**config.mk**
```make
export PLATFORM = sky130hd
export DESIGN_NAME = multicycle_ctrl
export DESIGN_NICKNAME = d
export VERILOG_FILES = /design/src/rtl/multicycle_ctrl.sv
export SDC_FILE = /design/constraint.sdc
export NUM_CORES = 1
export LEC_CHECK = 0
export ABC_AREA = 1
export CAP_MARGIN = 20
export CORE_MARGIN = 2
export CORE_UTILIZATION = 37
export CTS_BUF_LIST = sky130_fd_sc_hd__clkbuf_4
export CTS_CLUSTER_SIZE = 20
export DETAILED_ROUTE_END_ITERATION = 8
export PLACE_DENSITY_LB_ADDON = 0.05
export SLEW_MARGIN = 40
export SYNTH_ARGS = -nofsm -noshare
export SYNTH_HDL_FRONTEND = slang
export SYNTH_SLANG_ARGS = --single-unit
```
**constraint.sdc**
```tcl
create_clock -name clk -period 1.9 [get_ports clk]
set_clock_uncertainty 0.1 [all_clocks]
set_input_delay 0.38 -clock clk [delete_from_list [all_inputs] [get_ports clk]]
set_output_delay 0.38 -clock clk [all_outputs]
set_load 0.1 [all_outputs]
```
**src/rtl/multicycle_ctrl.sv**
```systemverilog
// Main control FSM for the multicycle RV32I core.
// Sequences fetch/decode/execute/memory/writeback with a memory-stall watchdog.
module multicycle_ctrl #(
   parameter int DATAWIDTH  = 32,
   parameter int WAIT_LIMIT = 16
) (
   input  logic                 clk,
   input  logic                 rst,
   input  logic [DATAWIDTH-1:0] Instr_i,
   input  logic                 MemReady_i,
   input  logic                 BranchCond_i,
   output logic [2:0]           ImmSrc_o,
   output logic                 PCWrite_o,
   output logic                 IRWrite_o,
   output logic                 AdrSrc_o,
   output logic                 MemRead_o,
   output logic                 MemWrite_o,
   output logic                 RegWrite_o,
   output logic [1:0]           ALUSrcA_o,
   output logic [1:0]           ALUSrcB_o,
   output logic [1:0]           ALUOp_o,
   output logic [1:0]           ResultSrc_o,
   output logic                 Halted_o
);

   typedef enum logic [3:0] {
      S_FETCH,
      S_DECODE,
      S_MEMADR,
      S_MEMREAD,
      S_MEMWB,
      S_MEMWRITE,
      S_EXEC_R,
      S_EXEC_I,
      S_LUI,
      S_ALUWB,
      S_BRANCH,
      S_JAL,
      S_JALR_ADR,
      S_TRAP
   } state_t;

   localparam int CW =
      (WAIT_LIMIT > 1) ? $clog2(WAIT_LIMIT) : 1;
   localparam logic [CW-1:0] LIM =
      CW'((WAIT_LIMIT > 0) ? WAIT_LIMIT - 1 : 0);
   localparam bit WD_ON = (WAIT_LIMIT > 0);

   state_t        state;
   state_t        nxt;
   logic [CW-1:0] wcnt;

   logic [6:0] opcode;
   logic       is_load;
   logic       is_store;
   logic       is_r;
   logic       is_i;
   logic       is_branch;
   logic       is_jal;
   logic       is_jalr;
   logic       is_lui;
   logic       stall;
   logic       timeout;
   logic       unused_bits;

   assign opcode    = Instr_i[6:0];
   assign is_load   = (opcode == 7'b0000011);
   assign is_store  = (opcode == 7'b0100011);
   assign is_r      = (opcode == 7'b0110011);
   assign is_i      = (opcode == 7'b0010011);
   assign is_branch = (opcode == 7'b1100011);
   assign is_jal    = (opcode == 7'b1101111);
   assign is_jalr   = (opcode == 7'b1100111);
   assign is_lui    = (opcode == 7'b0110111);

   // funct3 is evaluated by the ALU; the rest of the word never steers control
   assign unused_bits = ^Instr_i[DATAWIDTH-1:7];

   assign stall = (state == S_FETCH || state == S_MEMREAD ||
                   state == S_MEMWRITE) && !MemReady_i;
   assign timeout = WD_ON && stall && (wcnt == LIM);

   // Next-state selection; a ready memory in the limit cycle beats the watchdog
   always_comb begin
      nxt = state;
      case (state)
         S_FETCH: begin
            if (MemReady_i)   nxt = S_DECODE;
            else if (timeout) nxt = S_TRAP;
         end
         S_DECODE: begin
            unique case (1'b1)
               is_load, is_store: nxt = S_MEMADR;
               is_r:              nxt = S_EXEC_R;
               is_i:              nxt = S_EXEC_I;
               is_branch:         nxt = S_BRANCH;
               is_jal:            nxt = S_JAL;
               is_jalr:           nxt = S_JALR_ADR;
               is_lui:            nxt = S_LUI;
               default:           nxt = S_TRAP;
            endcase
         end
         S_MEMADR:   nxt = is_load ? S_MEMREAD : S_MEMWRITE;
         S_MEMREAD: begin
            if (MemReady_i)   nxt = S_MEMWB;
            else if (timeout) nxt = S_TRAP;
         end
         S_MEMWB:    nxt = S_FETCH;
         S_MEMWRITE: begin
            if (MemReady_i)   nxt = S_FETCH;
            else if (timeout) nxt = S_TRAP;
         end
         S_EXEC_R:   nxt = S_ALUWB;
         S_EXEC_I:   nxt = S_ALUWB;
         S_LUI:      nxt = S_ALUWB;
         S_ALUWB:    nxt = S_FETCH;
         S_BRANCH:   nxt = S_FETCH;
         S_JAL:      nxt = S_ALUWB;
         S_JALR_ADR: nxt = S_JAL;
         S_TRAP:     nxt = S_TRAP;
         default:    nxt = S_TRAP;
      endcase
   end

   // State register and stall counter; the counter restarts on any state change
   always_ff @(posedge clk or posedge rst) begin
      if (rst) begin
         state <= S_FETCH;
         wcnt  <= '0;
      end else begin
         state <= nxt;
         if (WD_ON && stall && nxt == state)
            wcnt <= wcnt + 1'b1;
         else
            wcnt <= '0;
      end
   end

   // Datapath controls decoded from state; reset forces everything low at once
   always_comb begin
      ImmSrc_o    = 3'b000;
      PCWrite_o   = 1'b0;
      IRWrite_o   = 1'b0;
      AdrSrc_o    = 1'b0;
      MemRead_o   = 1'b0;
      MemWrite_o  = 1'b0;
      RegWrite_o  = 1'b0;
      ALUSrcA_o   = 2'b00;
      ALUSrcB_o   = 2'b00;
      ALUOp_o     = 2'b00;
      ResultSrc_o = 2'b00;
      Halted_o    = 1'b0;
      if (!rst) begin
         unique case (1'b1)
            is_store:  ImmSrc_o = 3'b001;
            is_branch: ImmSrc_o = 3'b010;
            is_lui:    ImmSrc_o = 3'b011;
            is_jal:    ImmSrc_o = 3'b100;
            default:   ImmSrc_o = 3'b000;
         endcase
         case (state)
            S_FETCH: begin
               MemRead_o = 1'b1;
               if (MemReady_i) begin
                  IRWrite_o   = 1'b1;
                  PCWrite_o   = 1'b1;
                  ALUSrcB_o   = 2'b10;
                  ResultSrc_o = 2'b10;
               end
            end
            S_DECODE: begin
               ALUSrcA_o = 2'b01;
               ALUSrcB_o = 2'b01;
            end
            S_MEMADR: begin
               ALUSrcA_o = 2'b10;
               ALUSrcB_o = 2'b01;
            end
            S_MEMREAD: begin
               AdrSrc_o  = 1'b1;
               MemRead_o = 1'b1;
            end
            S_MEMWB: begin
               ResultSrc_o = 2'b01;
               RegWrite_o  = 1'b1;
            end
            S_MEMWRITE: begin
               AdrSrc_o   = 1'b1;
               MemWrite_o = 1'b1;
            end
            S_EXEC_R: begin
               ALUSrcA_o = 2'b10;
               ALUOp_o   = 2'b10;
            end
            S_EXEC_I: begin
               ALUSrcA_o = 2'b10;
               ALUSrcB_o = 2'b01;
               ALUOp_o   = 2'b10;
            end
            S_LUI: begin
               ALUSrcB_o = 2'b01;
               ALUOp_o   = 2'b11;
            end
            S_ALUWB: begin
               RegWrite_o = 1'b1;
            end
            S_BRANCH: begin
               ALUSrcA_o = 2'b10;
               ALUOp_o   = 2'b01;
               PCWrite_o = BranchCond_i;
            end
            S_JAL: begin
               ALUSrcA_o = 2'b01;
               ALUSrcB_o = 2'b10;
               PCWrite_o = 1'b1;
            end
            S_JALR_ADR: begin
               ALUSrcA_o = 2'b10;
               ALUSrcB_o = 2'b01;
            end
            S_TRAP: begin
               Halted_o = 1'b1;
            end
            default: begin
               Halted_o = 1'b0;
            end
         endcase
      end
   end

endmodule

```
# == Yosys cells after proc, flatten, opt, wreduce, memory -nomap -nowiden ==
# Index checks and enable logic that the tools add are counted.
# word_totals
ff_bits,8
inputBits,36
# classes
addsub,1
eq_ne,23
n_mux,34
reduce_logical,17
# ops
op,count
one-hot mux 4 bit (8 select lines),1
"== test 4 bit, second input constant",7
one-hot mux 4 bit (7 select lines),1
"== test 7 x 6 -> 1 bit, second input constant",3
"== test 7 bit, second input constant",3
two-way mux 4 bit,5
"== test 4 x 3 -> 1 bit, second input constant",4
two-way mux 1 bit,14
one-hot mux 2 bit (3 select lines),2
one-hot mux 3 bit (4 select lines),1
OR reduction 2 bit,6
two-way mux 2 bit,5
OR reduction 5 bit,2
"== test 4 x 2 -> 1 bit, second input constant",2
one-hot mux 2 bit (2 select lines),2
"== test 7 x 2 -> 1 bit, second input constant",1
"== test 7 x 5 -> 1 bit, second input constant",1
two-way mux 3 bit,2
"adder 4 x 1 -> 4 bit, second input constant",1
"== test 4 x 1 -> 1 bit, second input constant",1
== test 4 bit,1
logical NOT 4 bit,1
OR reduction 4 bit,1
logical AND 1 bit,3
other kinds (4),5

# == Depth between registers and ports, before layout ==
# logic_depth
depth_word,11
depth_mapped,10

# == Worst setup path before layout ==
# Ideal clock, no wire load.
# synth_path
path_kind,reg-to-output
from,reg state[1]
to,out RegWrite_o
t_arrival_ps,3035
required_ps,1420
slack_ps,-1615
stages_incl_launch_ff,5
path_buffers,0
path_cell_list,dfrtp_1 > nor2_2 > inv_1 > nor4_2 > a31o_2
# synth_between
elab_chain_len,4
# synth_lines
element,line_no,source
start: declaration,49,state_t state;
start signal: assignment,131,state <= nxt;
== test 4 x 3 -> 1 bit / == test 4 bit (equally long branches),161,case (state)
OR reduction 2 bit (no line) (*),-,
two-way mux 1 bit (*),161,
two-way mux 1 bit (*),153,if (!rst) begin
end: declaration,18,"output logic RegWrite_o,"
# Mark *: on every way between the ends. The rest lies on a longest branch, timed or not.

# == Final worst setup path ==
# layout_path
from,reg state[1]
to,out ALUSrcB_o[0]
# layout_between
elab_chain_len,4
# layout_lines
element,line_no,source
== test 4 bit (tied with other cells),161,
OR reduction 5 bit (no line),-,
one-hot mux 2 bit (3 select lines) (*),161,
two-way mux 2 bit (*),153,
end: declaration,20,"output logic [1:0] ALUSrcB_o,"
# Marks and branches as above.

==> flow_summary_export.csv <==
group,metric,value,unit
sta,min_period,2.10,ns
outcome,status,"complete, but fails checks",
floorplan,rows,17,
placed_design,io_buffer_count,28,
yosys,ys.warnings.count,0,
pwr,clkPwrFrac,32.6,%
setup_path,path_class,"reg -> out",
layout,fin_area,0.00190,mm^2
floorplan,core-area,0.00217,mm^2
clocking,cts_buffers,3,
yosys,ys_seq_area_share,24.1,%
pwr,switching_share,30.2,%
clocking,cts_buffer_depth,2,
placed_design,pre_cts_slack,-0.315,ns
sta,hold_viol,0,
yosys,yosys.area.top_type_share,24.1,%
sta,worstMarginPinSlew,0.381,ns
placed_design,dpl-instance-area,0.00167,mm^2
routing,wl_per_cell,14.9,um
floorplan,start_util,38.4,%
yosys,synth_edf_count,0,
routing,wirelength,3310,um
setup_path,cp.required,1.42,ns
yosys,synth_nets,172,
setup_path,path_max_fanout,4,
global_routing,grt_use_total,24.4,%
sta,rsz0062_at_grt,"yes",
layout,areaGrowthSynthToFinish,129,%
pwr,power,410,uW
pwr,p_sw,124,uW
pwr,ir_drop,0.000268,V
routing,vias_per_cell,5.26,
pwr,share_seq_of_total_power,41.6,%
yosys,synth-seq-cells,8,
floorplan,die_area,0.00264,mm^2
layout,nets,233,
setup_path,worstSetupStartpointType,"flip-flop",
sta,setup_violations,13,
yosys,yosys-top-cells-area,"dfrtp_1, nand2_1, nor2_1, nand3_1, inv_1",
setup_path,worstPathArrival,1.62,ns
hold_path,min-delay-path-class,"in -> async",
layout,fill_cells,104,
global_routing,grt_pass1_vias,1112,
floorplan,dieWidth,51.4,um
global_routing,antenna_found_initial,0,
yosys,synth_cells,135,
clocking,cts_sinks,8,
yosys,syn_area,832,um^2
clocking,htree_levels,1,
clocking,clock_latency,0.26,ns
placed_design,place.gp.congestion,0.899,
floorplan,fp.dieH,51.4,um
yosys,synth_cell_types,27,
run,cap_viol_max_count,0,
outcome,failed_checks,"negative setup slack",
yosys,synth.most_common_cell,"nand2_1",
yosys,yosysTopAreaCell,"dfrtp_1",
routing,dr_total_vias,1167,
layout,layout-drive-gt1-share,63.4,%
pwr,pwr-share-comb,25.9,%
clocking,ctsHoldBuffers,0,
sta,min_period_over_period,111,%
sta,fmax,476,MHz
sta,slew_headroom,74.3,%
clocking,clk_pin_slew,0.06,ns
pwr,power_density,216,mW/mm^2
routing,drt_iter0_drc,21,
routing,drc_errors,0,
sta,drv_slew,0,
pwr,p_leak,0.000794,uW
yosys,synth_ff_type,"dfrtp_1",
routing,antenna_left,0,
global_routing,gr-total-overflow,0,
layout,multi_input_area,825,um^2
clocking,cts_root_buf,"clkbuf_4",
sta,setup_slack,-0.203,ns
clocking,cts_tree,"done",
yosys,ys_top_cells_by_count,"nand2_1, nor2_1, inv_1",
routing,drtPass1Iterations,4,
floorplan,ios,54,
global_routing,grt_max_degree,12,
sta,final.setup.tns,-1.76,ns
setup_path,critPathCaptureType,"primary output",
global_routing,grt_pass1_wl,4930,um
layout,regArea,205,um^2
pwr,p_int,286,uW
placed_design,post-dp-hpwl,2230,um
yosys,synth_async_sr_flop_share,100,%
yosys,avgSynthCellArea,6.16,um^2
layout,num_antenna_cells,0,
final cells by class:
type                            instances  area share [%]
Multi-Input combinational cell        102            43.4
Timing Repair Buffer                   58            38.1
Sequential cell                         8            10.8
Inverter                               23            4.74
Tap cell                               28            1.84
Clock buffer                            3            1.18
worst max-delay path, cell delays in order, from the launching register on:
cell	delay (ns)
dfrtp_2	0.45
nor2_4	0.19
buf_6	0.14
nand2_2	0.10
a41oi_2	0.28
buf_12	0.21
worst paths after layout:
path                                          from                  to  slack [ns]  depth (start not counted)
worst max-delay path            state[1]$_DFF_PP0_        ALUSrcB_o[0]       -0.20                          5
worst min-delay path                           rst   wcnt[2]$_DFF_PP0_        0.36                          4
worst max register to register  state[2]$_DFF_PP0_   wcnt[1]$_DFF_PP0_        0.23                         10
worst min register to register   wcnt[0]$_DFF_PP0_   wcnt[0]$_DFF_PP0_        0.38                          1
max in group asynchronous                      rst  state[2]$_DFF_PP0_        1.20                          4
min in group clk                 wcnt[0]$_DFF_PP0_   wcnt[0]$_DFF_PP0_        0.38                          1
metal layers:
metal	GRT usage (%)	up-vias	share of wire, %
li1	-	554	-
met1	30.1	549	40
met2	42.1	54	53
met3	5.85	10	5.1
met4	6.58	0	2.2
met5	0	-	0
flip-flops by register name, summed over array words and instances, names as in the netlist:
signal / count
state: 4
wcnt: 4
cells by family after synthesis:
| logic type | Yosys count | share of synthesized area, % |
|---|---|---|
| buf+inv | 25 | 11.3 |
| simple gates | 83 | 49.8 |
| fa+ha+maj | 1 | 1.50 |
| compound gates | 16 | 11.3 |
| xor+xnor | 2 | 2.11 |
| flops | 8 | 24.1 |
placed cells by master, fill, tap and decap left out, drive strengths merged, types with 3 or more instances in the layout:
cell type       n
a31oi           3
inv            22
nor3            4
nand2          31
nor2           28
clkbuf          4
dfrtp           8
clkdlybuf4s15   4
nand3          17
dlygate4sd2     4
buf            48
a21oi           8
power by group through the flow:
stage / Combinational, uW / Clock [uW] / Sequential, uW
2_1_floorplan: 44.9 / 0 / 173
3_3_place_gp: 92.6 / 0 / 173
3_5_place_dp: 95.0 / 0 / 173
4_1_cts: 96.5 / 133 / 170
5_1_grt: 112 / 144 / 170
6_report: 106 / 133 / 170
through the flow:
stage | cells | hold slack (ns) | utilization (%)
floorplan | 135 | 0.330 | -
global placement | 208 | 0.346 | 77.2
detailed placement | 208 | 0.377 | 77.2
CTS | 220 | 0.369 | 84.7
global route | 222 | 0.366 | 87.7
finish | 222 | 0.361 | 87.7
what timing repair did:
| item | CTS | global route |
|---|---|---|
| resized for setup | 36 | 19 |
| pin swaps | 17 | 13 |
| hold endpoints to repair | 0 | 0 |
| setup buffers | 9 | 3 |
| cloned | 0 | 0 |
| setup endpoints to repair | 18 | 17 |
Power figures use the tool's default switching activity.
